**config.mk**
```make
export PLATFORM = sky130hd
export DESIGN_NAME = ab_cogrant_arbiter_flat
export DESIGN_NICKNAME = d
export VERILOG_FILES = /design/src/rtl/ab_cogrant_arbiter_pkg.sv /design/src/rtl/ab_cogrant_arbiter_if.sv /design/src/rtl/ab_cogrant_arbiter_cool_timer.sv /design/src/rtl/ab_cogrant_arbiter.sv /design/src/flat_wrapper.sv
export SDC_FILE = /design/constraint.sdc
export NUM_CORES = 1
export LEC_CHECK = 0
export ABC_AREA = 1
export CORE_UTILIZATION = 50
export DETAILED_ROUTE_END_ITERATION = 6
export GPL_TIMING_DRIVEN = 0
export HOLD_SLACK_MARGIN = 0.08
export PLACE_DENSITY = 0.81
export SETUP_SLACK_MARGIN = 0.3
export SLEW_MARGIN = 25
export SYNTH_ARGS = -nofsm -noshare
export SYNTH_HDL_FRONTEND = slang
export SYNTH_SLANG_ARGS = --single-unit
export TNS_END_PERCENT = 10
```
**constraint.sdc**
```tcl
create_clock -name clk -period 1.6 [get_ports clk]
set_input_delay 0.24 -clock clk [delete_from_list [all_inputs] [get_ports clk]]
set_output_delay 0.24 -clock clk [all_outputs]
set_load 0.01 [all_outputs]
```
**src/rtl/ab_cogrant_arbiter_pkg.sv**
```systemverilog
// Shared types for the A/B co-grant arbiter: FSM states, round-robin side
// and the cool-down counter width.
package ab_arb_pkg;

    typedef enum logic [1:0] {
        OPEN,
        DUAL,
        COOL
    } arb_state_t;

    typedef enum logic {
        SIDE_A,
        SIDE_B
    } rr_side_t;

    localparam int unsigned COOL_W = 4;

endpackage

```
**src/rtl/ab_cogrant_arbiter_if.sv**
```systemverilog
// Request/grant bundle between the two requesters and the arbiter.
interface ab_cogrant_arbiter_if #(
    parameter int unsigned CNT_W = 8
);
    logic             en;
    logic             req_a;
    logic             req_b;
    logic             signal_a;
    logic             signal_b;
    logic             cool_active;
    logic [CNT_W-1:0] dual_cnt;

    modport master (
        output en, req_a, req_b,
        input  signal_a, signal_b, cool_active, dual_cnt
    );

    modport slave (
        input  en, req_a, req_b,
        output signal_a, signal_b, cool_active, dual_cnt
    );
endinterface

```
**src/rtl/ab_cogrant_arbiter_cool_timer.sv**
```systemverilog
// Loadable down-counter timing the window after a dual grant.
module ab_cool_timer
    import ab_arb_pkg::*;
(
    input  logic              clk,
    input  logic              reset_n,
    input  logic              load,
    input  logic [COOL_W-1:0] load_val,
    output logic [COOL_W-1:0] cnt,
    output logic              active
);

    logic [COOL_W-1:0] r_cnt;

    always_ff @(posedge clk or negedge reset_n) begin
        if (!reset_n) begin
            r_cnt <= '0;
        end else if (load) begin
            r_cnt <= load_val;
        end else if (r_cnt != '0) begin
            r_cnt <= r_cnt - COOL_W'(1);
        end
    end

    assign cnt    = r_cnt;
    assign active = (r_cnt != '0);

endmodule

```
**src/rtl/ab_cogrant_arbiter.sv**
```systemverilog
// Two-requester arbiter allowing a single-cycle dual grant, followed by a
// round-robin cool-down window of COOL_CYCLES cycles.
module ab_cogrant_arbiter
    import ab_arb_pkg::*;
#(
    parameter int unsigned COOL_CYCLES = 1,
    parameter int unsigned CNT_W       = 8
) (
    input  logic                 clk,
    input  logic                 reset_n,
    ab_cogrant_arbiter_if.slave  bus
);

    arb_state_t        r_state;
    arb_state_t        w_state_nxt;
    rr_side_t          r_rr;
    rr_side_t          w_rr_nxt;
    logic              r_sig_a;
    logic              r_sig_b;
    logic [CNT_W-1:0]  r_dual_cnt;
    logic              w_grant_a;
    logic              w_grant_b;
    logic              w_dual;
    logic [COOL_W-1:0] w_cool_cnt;
    logic              w_cool_active;

    ab_cool_timer u_cool_timer (
        .clk      (clk),
        .reset_n  (reset_n),
        .load     (w_dual),
        .load_val (COOL_W'(COOL_CYCLES)),
        .cnt      (w_cool_cnt),
        .active   (w_cool_active)
    );

    // OPEN is exactly "cool counter is zero", so it gates the dual grant.
    always_comb begin
        w_grant_a = 1'b0;
        w_grant_b = 1'b0;
        w_dual    = 1'b0;
        w_rr_nxt  = r_rr;
        if (bus.en) begin
            if (bus.req_a && bus.req_b) begin
                if (r_state == OPEN) begin
                    w_grant_a = 1'b1;
                    w_grant_b = 1'b1;
                    w_dual    = 1'b1;
                end else begin
                    w_grant_a = (r_rr == SIDE_A);
                    w_grant_b = (r_rr == SIDE_B);
                    w_rr_nxt  = (r_rr == SIDE_A) ? SIDE_B : SIDE_A;
                end
            end else begin
                w_grant_a = bus.req_a;
                w_grant_b = bus.req_b;
            end
        end
    end

    // Counter reaches zero on this edge when it currently holds 0 or 1.
    always_comb begin
        w_state_nxt = OPEN;
        if (w_dual) begin
            w_state_nxt = DUAL;
        end else if (w_cool_cnt > COOL_W'(1)) begin
            w_state_nxt = COOL;
        end
    end

    always_ff @(posedge clk or negedge reset_n) begin
        if (!reset_n) begin
            r_state    <= OPEN;
            r_rr       <= SIDE_A;
            r_sig_a    <= 1'b0;
            r_sig_b    <= 1'b0;
            r_dual_cnt <= '0;
        end else begin
            r_state <= w_state_nxt;
            r_rr    <= w_rr_nxt;
            r_sig_a <= w_grant_a;
            r_sig_b <= w_grant_b;
            if (w_dual && (r_dual_cnt != '1)) begin
                r_dual_cnt <= r_dual_cnt + CNT_W'(1);
            end
        end
    end

    assign bus.signal_a    = r_sig_a;
    assign bus.signal_b    = r_sig_b;
    assign bus.cool_active = w_cool_active;
    assign bus.dual_cnt    = r_dual_cnt;

endmodule

```
**src/flat_wrapper.sv**
```systemverilog
// flat-port wrapper written by rule: the top's interface ports become plain ports
module ab_cogrant_arbiter_flat import ab_arb_pkg::*;
#(
    parameter int unsigned COOL_CYCLES = 1,
    parameter int unsigned CNT_W       = 8
)
  (clk, reset_n, bus_en, bus_req_a, bus_req_b, bus_signal_a, bus_signal_b, bus_cool_active, bus_dual_cnt);
  ab_cogrant_arbiter_if #(.CNT_W(CNT_W)) bus_i ();
  input  logic clk;
  input  logic reset_n;
  input wire logic [$bits(bus_i.en)-1:0] bus_en;
  input wire logic [$bits(bus_i.req_a)-1:0] bus_req_a;
  input wire logic [$bits(bus_i.req_b)-1:0] bus_req_b;
  output wire logic [$bits(bus_i.signal_a)-1:0] bus_signal_a;
  output wire logic [$bits(bus_i.signal_b)-1:0] bus_signal_b;
  output wire logic [$bits(bus_i.cool_active)-1:0] bus_cool_active;
  output wire logic [$bits(bus_i.dual_cnt)-1:0] bus_dual_cnt;
  assign bus_i.en = bus_en;
  assign bus_i.req_a = bus_req_a;
  assign bus_i.req_b = bus_req_b;
  assign bus_signal_a = bus_i.signal_a;
  assign bus_signal_b = bus_i.signal_b;
  assign bus_cool_active = bus_i.cool_active;
  assign bus_dual_cnt = bus_i.dual_cnt;
  ab_cogrant_arbiter #(.COOL_CYCLES(COOL_CYCLES), .CNT_W(CNT_W)) u_core (.clk(clk), .reset_n(reset_n), .bus(bus_i));
endmodule
```
Word-level counts from Yosys, hierarchy flattened
Cells that the tools add are included.
- add/subtract/negate cells: 2
- $mul: 0
- divide/modulo/power cells: 0
- $lt $le $gt $ge: 1
- eq/ne operators: 1
- shift-type cells: 0
- muxes and demuxes: 14
- bitwise operators: 2
- reductions and logical operators: 6
- operators with widths (kind ; number):
    $mux 1 ; 10
    $add 8x1->8 const B ; 1
    $mux 4 ; 2
    $ne 8x8->1 const B ; 1
    $gt 4x1->1 const B ; 1
    $mux 2 ; 2
    $reduce_bool 4->1 ; 1
    $sub 4x1->4 const B ; 1
    $reduce_and 3->1 ; 1
    $logic_and 1x1->1 ; 2
    $logic_not 2->1 ; 1
    $not 1->1 ; 2
    $reduce_bool 2->1 ; 1
- register bits: 17
- latch bits: 0
- bits in writable memories: 0
- memory bits (read-only): 0
- bits of input ports: 5
- output and inout port bits: 11
- word-level logic and storage cells: 32
- memories kept: 0

Longest topological paths before layout
- depth in word-level cells: 5
- mapped depth: 8
- gate-level depth less buffers: 8

Cells and area by module
From an unflattened synthesis, not the netlist that was laid out.
- cell total of the unflattened synthesis: 126
- area, all modules: 1004.7 µm²
- by module, submodules not included (module ; times used ; cells an instance ; area each (µm²) ; sequential area each (µm²)):
    ab_cogrant_arbiter ; 1 ; 88 ; 725.7 ; 325.3
    ab_cool_timer ; 1 ; 38 ; 279.0 ; 100.1

Worst setup path after synthesis
OpenSTA, ideal clock, no wires.
- path kind: reg2reg
- from: reg u_core.r_dual_cnt[1] (netlist: u_core.bus.dual_cnt[1])
- to: reg u_core.r_dual_cnt[4] (netlist: u_core.bus.dual_cnt[4])
- setup time: 0.116 ns
- data arrival time: 1.148 ns
- data required time: 1.484 ns
- path slack: 0.336 ns
- cell stages (with the launch flop): 9
- path buffers: 0
- clock period less this slack: 1.264 ns
- path through: dfrtp_1 -> ha_1 -> nand2_2 -> nor2_2 -> nand2_2 -> nand2_4 -> inv_4 -> nand2_1 -> nand2_1
- cells in the longest elaborated chain, start to end: 2
- elaborated cells between the ends (all ways): 3
- those cells by class: 1 x add/sub; 1 x eq/ne; 1 x reduce/logical
- ends and longest elaborated chain (element ; RTL line ; source):
    from (decl) ; ab_cogrant_arbiter.sv:20 ; logic [CNT_W-1:0] r_dual_cnt;
    from (signal assigned) ; ab_cogrant_arbiter.sv:83 ; r_dual_cnt <= r_dual_cnt + CNT_W'(1);
    branches (longest 2 deep; another with $add 8x1->8) ; -- ;
Parallel ways; which one is timed is not known.
A chain may end at the register's enable or synchronous reset.

Final worst setup path
- from: reg u_core.r_dual_cnt[3] (netlist: u_core.bus.dual_cnt[3])
- to: out bus_dual_cnt[3]
- RTL lines (element ; RTL line ; source):
    to (decl) ; flat_wrapper.sv:17 ; output wire logic [$bits(bus_i.dual_cnt)-1:0] bus_dual_cnt;
No word-level cell between the ends.

==> results_dict.tcl <==
set metrics [dict create \
    worstPathArrival_ns 1.20 \
    worst_slew_pin_slew_ns 0.765 \
    detail_route.first_pass.iterations 6 \
    critical_path.n_buffers_inverters 1 \
    max-cap-violations 0 \
    fin_cells 151 \
    h-tree-depth 1 \
    ctsRootBufferMaster "sky130_fd_sc_hd__clkbuf_4" \
    setup_viol 0 \
    startpoint_type "register" \
    grt_util_met2_pct 34.6 \
    min_period_over_period_pct 90.2 \
    timing.final.hold_violations 0 \
    first_global_vias 664 \
    boundaryPins 16 \
    worst_slew_margin_rel_pct 48.8 \
    vias 798 \
    netlist_area_um2 868 \
    number_of_enable_type_register_cells_in_the_synthesized_netlist 0 \
    globalRoute.busiestLayer "met2" \
    num-nets-final 144 \
    final_period_minus_worst_setup_slack_ns 1.44 \
    final-max-slew-violation-count 0 \
    worst_path_largest_cell_delay_ns 0.54 \
    ctsHoldBuffers 0 \
    tritoncts_clock_tree "built" \
    wl_per_cell_um 12.8 \
    die_x_um 43.7 \
    critPathMaxFanout 2 \
    hp-class "in2async" \
    netlist_top_cells_count "sky130_fd_sc_hd__nand2_1, sky130_fd_sc_hd__dfrtp_1, sky130_fd_sc_hd__inv_1, sky130_fd_sc_hd__nor2_1, sky130_fd_sc_hd__nand3_1" \
    overflow 0 \
    finalWirelength_um 1940 \
    use_met3_pct 3.75 \
    synthArstFlopShare_pct 100 \
    via_per_inst 5.28 \
    preCtsSetupSlack_ns -0.0148 \
    syn-instance-count 104 \
    place.detailed.hpwl_um 1110 \
    synth_nets 112 \
    rsz_0062_raised_after_global_routing "yes" \
    critical_path.endpoint_type "primary output" \
    gr-usage-all-layers_pct 20.8 \
    core_um2 1560 \
    cts-root-to-sink-buffers 2 \
    crit_required_ns 1.36 \
    grt_start_max_net_pins 18 \
    initial_utilization_pct 55.7 \
    ir_drop_v 0.000859 \
    drc 1 \
    synth_area_leader_cell "sky130_fd_sc_hd__dfrtp_1" \
    yosysWarningCount 0 \
    dr.first_iter.drc_count 16 \
    cts.sinks 17 \
    netlist_top_cells_area "sky130_fd_sc_hd__dfrtp_1, sky130_fd_sc_hd__nand2_1, sky130_fd_sc_hd__ha_1" \
    worstSkewPairLatency_ns 0.29 \
    diodes 0 \
    cell_count_after_placement 135 \
    cp_cell_sequence "clkdlybuf4s50_1" \
    cts_inserted_buffers 3 \
    synth_top_area_share_pct 49.0 \
    synth_seq_cells 17 \
    slowest_stage_cell_cp "sky130_fd_sc_hd__clkdlybuf4s50_1" \
    core.rowCount 14 \
    floorplan.die_area_um2 1910 \
    max_clock_freq_ghz 0.693 \
    postRouteAntennaNets 0 \
    n_fill_cell 108 \
    critical_path_class "reg2out" \
    synthMostInstantiatedCell "sky130_fd_sc_hd__nand2_1" \
    ratio_of_total_power_to_cell_area_nw_per_um2 1320 \
    layout_setup_ws_ns 0.157 \
    gpl.final_weighted_congestion 0.837 \
    grt_pass1_wl_um 2840 \
    layout-drive-gt1-share_pct 22.2 \
    post_synth.cell_area_avg_um2 8.35 \
    dieHeight_um 43.7 \
    leakage_nw 0.568 \
    globalRouteMet1Util_pct 26.2 \
    outcome "finished with violations" \
    postSynth.topFlopCell "sky130_fd_sc_hd__dfrtp_1" \
    synth.lib_cells_used.distinct 21 \
    antenna_violations_before_repair 0 \
    port-buffer-count 15 \
    clock_slew_seen_by_the_registers_of_the_worst_setup_and_hold_paths_ns 0.10 \
    areaGrowthSynthToFinish_pct 34.2 \
    failed_checks "DRC" \
    fin_worst_skew_ns 0.00708 \
    path_delay_family "buffers and inverters" \
    ys_seq_area_share_pct 49.0 \
]
-- repair_timing --
item                                    4_1_cts  5_1_grt
gates resized for setup                       9        4
pin swaps                                     0        1
cloned                                        0        1
buffers inserted                             11        0
endpoints found under the setup margin       17       18
endpoints found under the hold margin         0        0
-- placed cells by master (no fill, tap or decap), drive strengths merged --
| master | instances |
|---|---|
| a21oi | 2 |
| a31oi | 2 |
| buf | 12 |
| clkbuf | 4 |
| clkdlybuf4s50 | 12 |
| dfrtp | 17 |
| dlygate4sd2 | 1 |
| dlymetal6s2s | 1 |
| ha | 3 |
| inv | 10 |
| nand2 | 40 |
| nand3 | 7 |
| nand3b | 1 |
| nand4 | 1 |
| nor2 | 12 |
| nor3 | 1 |
| o21ai | 3 |
| xnor2 | 3 |
| xor2 | 3 |
-- kinds of logic (layout without fill, tap and decap cells) --
kind of cell,count (synthesis),count (layout),share of synthesized area [%]
and+or+nand+nor,61,62,31.7
buffers and inverters,10,40,4.61
DFF,17,17,49.0
adders and majority gates,3,3,4.32
xor gates and xnor gates,6,6,6.05
AOI/OAI and AO/OA,7,7,4.32
-- area by class of cell --
type | count | area (um2) | area share (%)
Tap cell | 16 | 20.0 | 1.72
Timing Repair Buffer | 26 | 229 | 19.7
Multi-Input combinational cell | 78 | 422 | 36.2
Inverter | 10 | 40.0 | 3.44
Sequential cell | 17 | 428 | 36.7
Clock buffer | 4 | 26.3 | 2.26
-- registers in the layout, indices dropped and copies added, names as in the netlist --
name,flops
u_core.bus.dual_cnt,8
u_core.bus.signal_a,1
u_core.bus.signal_b,1
u_core.r_rr,1
u_core.r_state,2
u_core.u_cool_timer.cnt,4
-- metal layers --
metal	share of wire [%]	vias up	wire [um]
li1	-	393	-
met1	43	366	830
met2	49	35	950
met3	6.6	4	128
met4	1.5	0	29
met5	0	-	0
-- final timing paths --
kind,cells past startpoint,end,startpoint,slack (ns)
worst max-delay path,1,bus_dual_cnt[3],u_core.bus.dual_cnt[3],0.16
worst min-delay path,1,u_core.r_rr,reset_n,0.39
worst max register to register,9,u_core.bus.dual_cnt[3],u_core.bus.dual_cnt[0],0.19
worst min register to register,1,u_core.r_rr,u_core.r_rr,0.51
max in group asynchronous,1,u_core.bus.dual_cnt[2],reset_n,0.68
min in group clk,1,u_core.r_rr,u_core.r_rr,0.51
-- stage by stage --
step / setup TNS [ns] / area, um2 / total power, mW / util [%] / hold slack (ns)
after floorplan: 0 / 868 / 0.993 / - / -0.0556
after global placement: -0.00532 / 1040 / 1.17 / 66.6 / 0.489
after detailed placement: -0.0148 / 1040 / 1.18 / 66.6 / 0.492
after CTS: 0 / 1150 / 1.52 / 73.7 / 0.433
after global routing: 0 / 1160 / 1.66 / 74.7 / 0.459
final: 0 / 1160 / 1.54 / 74.7 / 0.389
-- power breakdown --
part	total, mW	leakage, nW	internal, mW	switching (mW)
Clock	0.231	0.0150	0.0969	0.134
Combinational	0.675	0.337	0.337	0.338
Sequential	0.632	0.216	0.553	0.0792
Total	1.54	0.568	0.987	0.551
No activity file was read; power rests on OpenSTA's default activity.
